## config.mk

```make
export PLATFORM = sky130hd
export DESIGN_NAME = pipe_elastic_stage_flat
export DESIGN_NICKNAME = d
export VERILOG_FILES = /design/src/rtl/pipe_elastic_stage_pkg.sv /design/src/rtl/pipe_elastic_stage_if.sv /design/src/rtl/pipe_elastic_stage_ptr_ctr.sv /design/src/rtl/pipe_elastic_stage.sv /design/src/flat_wrapper.sv
export SDC_FILE = /design/constraint.sdc
export NUM_CORES = 1
export LEC_CHECK = 0
export ABC_AREA = 0
export CELL_PAD_IN_SITES_DETAIL_PLACEMENT = 0
export CELL_PAD_IN_SITES_GLOBAL_PLACEMENT = 2
export CORE_AREA = 2 2 108 110
export CTS_CLUSTER_DIAMETER = 120
export DETAILED_ROUTE_END_ITERATION = 12
export DIE_AREA = 0 0 110 112
export GPL_TIMING_DRIVEN = 1
export PLACE_DENSITY_LB_ADDON = 0.1
export RECOVER_POWER = 25
export SLEW_MARGIN = 25
export SYNTH_ARGS = -nofsm -noshare
export SYNTH_HDL_FRONTEND = slang
export SYNTH_SLANG_ARGS = --single-unit
```

## constraint.sdc

```tcl
create_clock -name clk -period 1.3 [get_ports clk]
set_input_delay 0.26 -clock clk [delete_from_list [all_inputs] [get_ports clk]]
set_output_delay 0.26 -clock clk [all_outputs]
set_load 0.03 [all_outputs]
```

## src/rtl/pipe_elastic_stage_pkg.sv

```systemverilog
// -----------------------------------------------------------------------------
// pipe_pkg
// Shared definitions for the elastic pipeline stage registers.
//   PIPE_MAX_DEPTH   largest supported buffer depth
//   ptr_inc()        wrapping pointer increment for any depth 1..PIPE_MAX_DEPTH
//   *_t              packed per-boundary stage-state words; instances size
//                    their WIDTH parameter from $bits() of these
// -----------------------------------------------------------------------------
package pipe_pkg;

   localparam int PIPE_MAX_DEPTH = 8;

   // Wraps at depth-1 back to 0, so non-power-of-two depths are legal.
   function automatic int unsigned ptr_inc(input int unsigned ptr,
                                           input int unsigned depth);
      if (ptr >= depth - 1) begin
         return 0;
      end
      return ptr + 1;
   endfunction

   typedef struct packed {
      logic [31:0] pc;
      logic [31:0] instr;
   } if_id_t;

   typedef struct packed {
      logic [31:0] pc;
      logic [31:0] rs1_val;
      logic [31:0] rs2_val;
      logic [31:0] imm;
      logic [4:0]  rd;
      logic [3:0]  alu_op;
      logic        mem_rd;
      logic        mem_wr;
      logic        reg_wr;
   } id_ex_t;

   typedef struct packed {
      logic [31:0] alu_res;
      logic [31:0] store_val;
      logic [4:0]  rd;
      logic        mem_rd;
      logic        mem_wr;
      logic        reg_wr;
   } ex_mem_t;

   typedef struct packed {
      logic [31:0] wb_val;
      logic [4:0]  rd;
      logic        reg_wr;
   } mem_wb_t;

endpackage

```

## src/rtl/pipe_elastic_stage_if.sv

```systemverilog
// -----------------------------------------------------------------------------
// pipe_elastic_stage_if
// One valid/ready/data channel between two pipeline stages.
//   valid  producer has a word on data
//   ready  consumer accepts the word this cycle
//   data   WIDTH-bit stage-state word
// Modports: master = producer side, slave = consumer side.
// -----------------------------------------------------------------------------
interface pipe_elastic_stage_if
   import pipe_pkg::*;
#(
   parameter int WIDTH = 32
);

   logic             valid;
   logic             ready;
   logic [WIDTH-1:0] data;

   modport master (
      output valid,
      output data,
      input  ready
   );

   modport slave (
      input  valid,
      input  data,
      output ready
   );

endinterface

```

## src/rtl/pipe_elastic_stage_ptr_ctr.sv

```systemverilog
// -----------------------------------------------------------------------------
// pipe_ptr_ctr
// Wrapping circular-buffer pointer, used for both the write and read side.
//   clk, rst_n   clock and asynchronous active-low reset (ptr -> 0)
//   inc          advance the pointer, wrapping at DEPTH-1 -> 0
//   clr          return the pointer to 0; takes priority over inc
//   ptr          current pointer, PW bits
// -----------------------------------------------------------------------------
module pipe_ptr_ctr
   import pipe_pkg::*;
#(
   parameter int DEPTH = 2,
   parameter int PW    = 1
) (
   input  logic          clk,
   input  logic          rst_n,
   input  logic          inc,
   input  logic          clr,
   output logic [PW-1:0] ptr
);

   logic [PW-1:0] ptr_nxt;

   always_comb begin
      ptr_nxt = ptr;
      if (clr) begin
         ptr_nxt = '0;
      end else if (inc) begin
         ptr_nxt = PW'(ptr_inc(32'(ptr), DEPTH));
      end
   end

   always_ff @(posedge clk or negedge rst_n) begin
      if (!rst_n) begin
         ptr <= '0;
      end else begin
         ptr <= ptr_nxt;
      end
   end

endmodule

```

## src/rtl/pipe_elastic_stage.sv

```systemverilog
// -----------------------------------------------------------------------------
// pipe_elastic_stage
// Elastic pipeline register between two CPU stages: a DEPTH-entry circular
// buffer of WIDTH-bit stage-state words with valid/ready handshake, hazard
// stall (hold) and branch/jump flush.
//
// Ports
//   clk            rising-edge clock
//   rst_n          asynchronous active-low reset; drops all entries at once
//   up   (slave)   upstream channel: valid/data in, ready out
//   dn   (master)  downstream channel: valid/data out, ready in;
//                  data reads as zero (bubble) while valid is low
//   hold           freeze pops; pushes still accepted
//   flush          discard every entry and any same-cycle push
//   count          occupancy, $clog2(DEPTH+1) bits
//
// Build option
//   PIPE_STATS_EN  adds saturating stall_cycles / bubble_cycles counters
//
// up.ready depends only on registered occupancy, so there is no
// combinational path from dn.ready or hold back to the upstream stage.
// A pushed word appears on dn the cycle after its push edge (no bypass).
// -----------------------------------------------------------------------------
module pipe_elastic_stage
   import pipe_pkg::*;
#(
   parameter  int WIDTH = 32,
   parameter  int DEPTH = 2,
   localparam int CW    = $clog2(DEPTH + 1),
   localparam int PW    = (DEPTH > 1) ? $clog2(DEPTH) : 1
) (
   input  logic                  clk,
   input  logic                  rst_n,
   pipe_elastic_stage_if.slave   up,
   pipe_elastic_stage_if.master  dn,
   input  logic                  hold,
   input  logic                  flush,
`ifdef PIPE_STATS_EN
   output logic [31:0]           stall_cycles,
   output logic [31:0]           bubble_cycles,
`endif
   output logic [CW-1:0]         count
);

   localparam logic [CW-1:0] DEPTH_C = CW'(DEPTH);
   localparam logic [CW-1:0] ONE_C   = CW'(1);

   logic [WIDTH-1:0] mem [DEPTH];
   logic [PW-1:0]    wr_ptr;
   logic [PW-1:0]    rd_ptr;
   logic             in_ready;
   logic             out_valid;
   logic             push;
   logic             pop;
   logic [CW-1:0]    count_nxt;

   assign in_ready  = (count < DEPTH_C);
   assign out_valid = (count != '0);

   // Flush overrides both directions; hold only blocks the pop side.
   assign push = up.valid & in_ready & ~flush;
   assign pop  = out_valid & dn.ready & ~hold & ~flush;

   assign up.ready = in_ready;
   assign dn.valid = out_valid;
   assign dn.data  = out_valid ? mem[rd_ptr] : '0;

   pipe_ptr_ctr #(
      .DEPTH (DEPTH),
      .PW    (PW)
   ) u_wr_ptr (
      .clk   (clk),
      .rst_n (rst_n),
      .inc   (push),
      .clr   (flush),
      .ptr   (wr_ptr)
   );

   pipe_ptr_ctr #(
      .DEPTH (DEPTH),
      .PW    (PW)
   ) u_rd_ptr (
      .clk   (clk),
      .rst_n (rst_n),
      .inc   (pop),
      .clr   (flush),
      .ptr   (rd_ptr)
   );

   always_comb begin
      count_nxt = count;
      if (flush) begin
         count_nxt = '0;
      end else begin
         case ({push, pop})
            2'b10:   count_nxt = count + ONE_C;
            2'b01:   count_nxt = count - ONE_C;
            default: count_nxt = count;
         endcase
      end
   end

   always_ff @(posedge clk or negedge rst_n) begin
      if (!rst_n) begin
         count <= '0;
      end else begin
         count <= count_nxt;
      end
   end

   // Storage is only cleared by reset; a flush just rewinds the pointers.
   always_ff @(posedge clk or negedge rst_n) begin
      if (!rst_n) begin
         for (int i = 0; i < DEPTH; i++) begin
            mem[i] <= '0;
         end
      end else if (push) begin
         mem[wr_ptr] <= up.data;
      end
   end

`ifdef PIPE_STATS_EN
   logic stall_evt;
   logic bubble_evt;

   assign stall_evt  = out_valid & (hold | ~dn.ready);
   assign bubble_evt = ~out_valid & ~flush;

   always_ff @(posedge clk or negedge rst_n) begin
      if (!rst_n) begin
         stall_cycles  <= '0;
         bubble_cycles <= '0;
      end else begin
         if (stall_evt && (stall_cycles != 32'hFFFF_FFFF)) begin
            stall_cycles <= stall_cycles + 32'd1;
         end
         if (bubble_evt && (bubble_cycles != 32'hFFFF_FFFF)) begin
            bubble_cycles <= bubble_cycles + 32'd1;
         end
      end
   end
`endif

endmodule

```

## src/flat_wrapper.sv

```systemverilog
// flat-port wrapper written by rule: the top's interface ports become plain ports
module pipe_elastic_stage_flat import pipe_pkg::*;
#(
   parameter  int WIDTH = 32,
   parameter  int DEPTH = 2,
   localparam int CW    = $clog2(DEPTH + 1),
   localparam int PW    = (DEPTH > 1) ? $clog2(DEPTH) : 1
)
  (clk, rst_n, hold, flush, count, up_valid, up_data, up_ready, dn_valid, dn_data, dn_ready);
  pipe_elastic_stage_if #(.WIDTH(WIDTH)) up_i ();
  pipe_elastic_stage_if #(.WIDTH(WIDTH)) dn_i ();
  input  logic clk;
  input  logic rst_n;
  input  logic hold;
  input  logic flush;
  output logic [CW-1:0] count;
  input wire logic [$bits(up_i.valid)-1:0] up_valid;
  input wire logic [$bits(up_i.data)-1:0] up_data;
  output wire logic [$bits(up_i.ready)-1:0] up_ready;
  output wire logic [$bits(dn_i.valid)-1:0] dn_valid;
  output wire logic [$bits(dn_i.data)-1:0] dn_data;
  input wire logic [$bits(dn_i.ready)-1:0] dn_ready;
  assign up_i.valid = up_valid;
  assign up_i.data = up_data;
  assign up_ready = up_i.ready;
  assign dn_valid = dn_i.valid;
  assign dn_data = dn_i.data;
  assign dn_i.ready = dn_ready;
  pipe_elastic_stage #(.WIDTH(WIDTH), .DEPTH(DEPTH)) u_core (.clk(clk), .rst_n(rst_n), .up(up_i), .dn(dn_i), .hold(hold), .flush(flush), .count(count));
endmodule
```

# ---- Word-level counts from Yosys, hierarchy flattened
# Index checks and enable logic that the tools add are counted.
dict set report classes {
  eq_ne 2
  reduce_logical 5
  muxes 21
  addsub 4
  order_cmp 6
  bitwise 9
}
# op count
set op_table {}
lappend op_table {{32-bit two-way mux} 5}
lappend op_table {{64-bit bitwise mux} 1}
lappend op_table {{32-bit demux with 1-bit select} 1}
lappend op_table {{1-bit two-way mux} 12}
lappend op_table {{2-bit nonzero test} 3}
lappend op_table {{1-bit AND} 5}
lappend op_table {{2-bit greater-or-equal comparator (second input constant)} 2}
lappend op_table {{1-bit NOT with 2-bit output} 2}
lappend op_table {{2-bit case mux with 2 select lines} 1}
lappend op_table {{3-bit nonzero test} 1}
lappend op_table {{1-bit adder (second input constant)} 2}
lappend op_table {{2-bit by 1-bit adder with 2-bit output (second input constant)} 1}
lappend op_table {{2-bit by 1-bit equality test with 1-bit output (second input constant)} 1}
lappend op_table {{2-bit equality test (second input constant)} 1}
lappend op_table {{1-bit greater-or-equal comparator (second input constant)} 2}
lappend op_table {{2-bit by 1-bit less-than comparator with 1-bit output (second input constant)} 1}
lappend op_table {{2-bit less-than comparator (second input constant)} 1}
lappend op_table {{2-bit two-way mux} 1}
lappend op_table {{1-bit NOT} 2}
lappend op_table {{2-bit by 1-bit subtractor with 2-bit output (second input constant)} 1}
lappend op_table {{1-bit logical AND} 1}
dict set report word_totals {
  ff_bits 68
  elab_cells 52
  output_inout_bits 36
  inputBits 38
}

# ---- Depth between registers and ports, before layout
dict set report logic_depth {
  depth_word 9
  ltp_mapped 5
  mapped_depth_nobuf 3
}

# ---- Modules after synthesis
# A second synthesis with hierarchy kept.
dict set report hier_totals {
  cells_unflattened 232
  area_unflattened_um2 3385.7
}
# mod seq_area_each_um2 instances area_each_um2 cells_each
set modules_own_cells {}
lappend modules_own_cells {pipe_elastic_stage 1651.6 1 3310.7 226}
lappend modules_own_cells {pipe_ptr_ctr 25.0 2 37.5 3}

# ---- Worst setup path before layout
# Ideal clock, no wire load.
dict set report synth_timing {
  path_kind {register to output}
  from {register u_core.count[0]}
  to {output port dn_data[14]}
  path_stages_with_launch 4
  t_arrival_ns 1.411
  path_buffers 1
  slack_ns -0.371
  required_time_ns 1.040
  cell_sequence {dfrtp_1 nor2_1 clkbuf_1 nor2_1}
}
dict set report synth_via {
  elab_chain_cells 2
}
# element line_no
set synth_lines {}
lappend synth_lines {{start, declared} pipe_elastic_stage.sv:42} ;# output logic [CW-1:0] count
lappend synth_lines {{start signal, assigned} pipe_elastic_stage.sv:107} ;# count <= count_nxt;
lappend synth_lines {{2-bit nonzero test} pipe_elastic_stage.sv:58} ;# assign out_valid = (count != '0);
lappend synth_lines {{32-bit two-way mux} pipe_elastic_stage.sv:66} ;# assign dn.data = out_valid ? mem[rd_ptr] : '0;
lappend synth_lines {{end, declared} flat_wrapper.sv:21} ;# output wire logic [$bits(dn_i.data)-1:0] dn_data;
# No other way between the ends.

# ---- Worst setup path after layout
dict set report layout_timing {
  from {register u_core.u_rd_ptr.ptr}
  to {output port dn_data[24]}
}
dict set report layout_via {
  elab_chain_cells 5
}
# element line_no
set layout_lines {}
lappend layout_lines {{start, declared} pipe_elastic_stage_ptr_ctr.sv:19} ;# output logic [PW-1:0] ptr
lappend layout_lines {{start signal, assigned} pipe_elastic_stage_ptr_ctr.sv:37} ;# ptr <= ptr_nxt;
lappend layout_lines {{1-bit NOT with 2-bit output (not written as such)} pipe_elastic_stage.sv:66}
lappend layout_lines {{32-bit two-way mux (not written as such) (3 in series)} pipe_elastic_stage.sv:66}
lappend layout_lines {{32-bit two-way mux} pipe_elastic_stage.sv:66}
# No other way between the ends. The select of a mux whose other input is x is not followed.

==> flow_summary.ini <==
[floorplan]
die_x_microns = 110
initial_core_util_pct = 30.4
fp.dieH_microns = 112
rows = 39
die-area_sq_um = 12300
coreArea_sq_um = 11200
pin_count = 74

[synth]
yosys.area.top_type_share_pct = 50.1
ys_ff_latch = 68
ys_top_cells_by_count = dfrtp_1, mux2_4, nor2_1, mux2i_1, buf_12
ys_types = 23
yosysWarningCount = 0
async_flop_share_pct = 100
ys_top_cells_by_area = dfrtp_1, mux2_4, mux2i_1
syn_inst = 233
synth_edf_count = 0
synth_top_flop_cell = dfrtp_1
avgSynthCellArea_sq_um = 14.6
synth_area_leader_cell = dfrtp_1
synth_most_common_cell = dfrtp_1
syn-cell-area_sq_um = 3390
synth_nets = 271
seq_area_frac_synth_pct = 50.1

[placed_design]
place.gp.congestion = 0.727
portBuffers = 73
dpl.hpwl_mm = 5.20

[finish]
num_antenna_cells = 0
n_fill_cell = 987
area_delta_synth_final_pct = 58.2
drive_gt1_share_pct = 62.6
fin_nets = 397

[sta]
setup_violations = 102
worst_slew_pin_slew_ns = 0.653
min_period_ns = 1.79
hold_viol = 0
rsz0062_at_grt = yes
period_share_pct = 137
fin_ws_ns = -0.486
fin_skew_ns = 0.00486
slew_viol_final = 0
tns_ns = -32.65
max_freq_ghz = 0.560
maxSlewHeadroom_pct = 56.4

[worst_setup_path]
crit_arrival_ns = 1.53
worstSetupPathType = reg2out
start_kind = register
cp_max_fo = 6
endpoint_kind = primary output
cp.required_ns = 1.04

[routing]
routed_via_density = 4.35
antenna_left = 0
drt_iter0_markers = 48
drt-total-wl_mm = 8.59
vias = 2206
drc = 0
first_pass_iters = 4
avgRoutedWirePerCell_microns = 16.9

[outcome]
outcome = finished, violations left
violations = setup timing

[clock_network]
cts_tree = yes
cts_buffers = 9
cts.clk_slew.worst_paths_ns = 0.06
cts_buffer_depth = 2
clkSinkCount = 68
clk_latency_ns = 0.33
cts-htree-levels = 3
cts_root_buf = clkbuf_16

[global_route]
grt_pass1_wl_mm = 13.4
grt_pass1_vias = 2399
grtUsageTotal_pct = 14.8
grt_overflow = 0
antenna_found_initial = 0
grt_max_degree = 69

[power]
fin_total_pwr_uw = 8580
cellPowerDensity_nw_per_um2 = 1600
vdd_drop_max_v = 0.000792
leakagePower_uw = 0.00234

[run]
cap_violations = 0

[worst_hold_path]
holdCritPathClass = reg2reg
-- placed cells by master (no fill, tap or decap), drive strengths merged, types with 2 or more instances in the layout --
cell type,n
xnor2,2
mux2i,32
inv,2
clkbuf,12
clkinvlp,2
clkdlybuf4s50,36
nor2,36
a21oi,2
buf,91
dfrtp,68
clkinv,3
o21ai,2
mux2,64
-- cells by family (layout without fill, tap and decap cells) --
kind of cell | count (synthesis) | in the layout | synth area share, %
AND/OR/NAND/NOR | 45 | 45 | 5.75
AO/OA/AOI/OAI | 5 | 5 | 0.922
XOR/XNOR | 2 | 2 | 0.516
flip-flops | 68 | 68 | 50.1
multiplexers | 96 | 96 | 37.3
buffers and inverters | 17 | 148 | 5.35
-- what timing repair did --
item,in CTS,in global routing
hold buffers,1,0
gates cloned,6,1
setup endpoints to repair,101,102
buffers inserted,18,8
endpoints found under the hold margin,68,0
gates resized for setup,105,32
pin swaps,7,7
-- critical path, stage by stage, from the launching register on --
cell     delay (ns)
dfrtp_2        0.50
buf_12         0.17
buf_4          0.13
mux2i_4        0.18
nor2_4         0.09
buf_6          0.13
-- path summary, 6_finish.rpt --
| check | from | end | slack (ns) | cells after the start |
|---|---|---|---|---|
| max | u_core.u_rd_ptr.ptr$_DFFE_PN0P_ | dn_data[24] | -0.49 | 5 |
| max in group asynchronous | rst_n | u_core.u_rd_ptr.ptr$_DFFE_PN0P_ | 0.22 | 3 |
| min reg2reg | u_core.mem[53]$_DFFE_PN0P_ | u_core.mem[53]$_DFFE_PN0P_ | 0.51 | 1 |
| min | u_core.mem[53]$_DFFE_PN0P_ | u_core.mem[53]$_DFFE_PN0P_ | 0.51 | 1 |
| min in group asynchronous | rst_n | u_core.mem[48]$_DFFE_PN0P_ | 0.60 | 3 |
| max reg2reg | u_core.count[1]$_DFFE_PN0P_ | u_core.mem[38]$_DFFE_PN0P_ | -0.33 | 5 |
-- metrics by stage --
stage | setup slack (ns) | util (%) | hold slack [ns] | cells | cell area (sq um)
after floorplan | -0.228 | - | -0.0356 | 233 | 3530
after global placement | -0.587 | 40.6 | 0.304 | 470 | 4540
after detailed placement | -0.593 | 40.6 | 0.304 | 470 | 4540
after CTS | -0.508 | 48.1 | 0.500 | 509 | 5380
after global routing | -0.550 | 48.0 | 0.522 | 507 | 5370
final | -0.486 | 48.0 | 0.509 | 507 | 5370
-- layout make-up --
cell class / count / area, sq um / share of cell area (%)
Multi-Input combinational cell: 148 / 1750 / 32.5
Sequential cell: 68 / 1710 / 31.8
Timing Repair Buffer: 130 / 1420 / 26.5
Clock buffer: 10 / 239 / 4.45
Tap cell: 143 / 179 / 3.33
Clock inverter: 6 / 63.8 / 1.19
Inverter: 2 / 12.5 / 0.233
-- sequential cells by signal, indices dropped and copies added (netlist names) --
register             count
u_core.mem              64
u_core.u_wr_ptr.ptr      1
u_core.u_rd_ptr.ptr      1
u_core.count             2
-- power by group --
part | internal [uW] | leakage, uW | total [uW] | switching, uW
combinational | 1800 | 0.00138 | 2920 | 1110
clock | 1530 | 0.000144 | 2490 | 954
sequential | 2740 | 0.000809 | 3170 | 430
-- per-layer routing --
metal	wire, microns	share of wire, %	up-vias	track usage (%)
li1	-	-	1057	-
met1	4230	49	1091	21.5
met2	3910	46	52	21.6
met3	378	4.4	6	4.10
met4	75	0.87	0	3.71
met5	0	0	-	0
No activity file was read; power rests on OpenSTA's default activity.
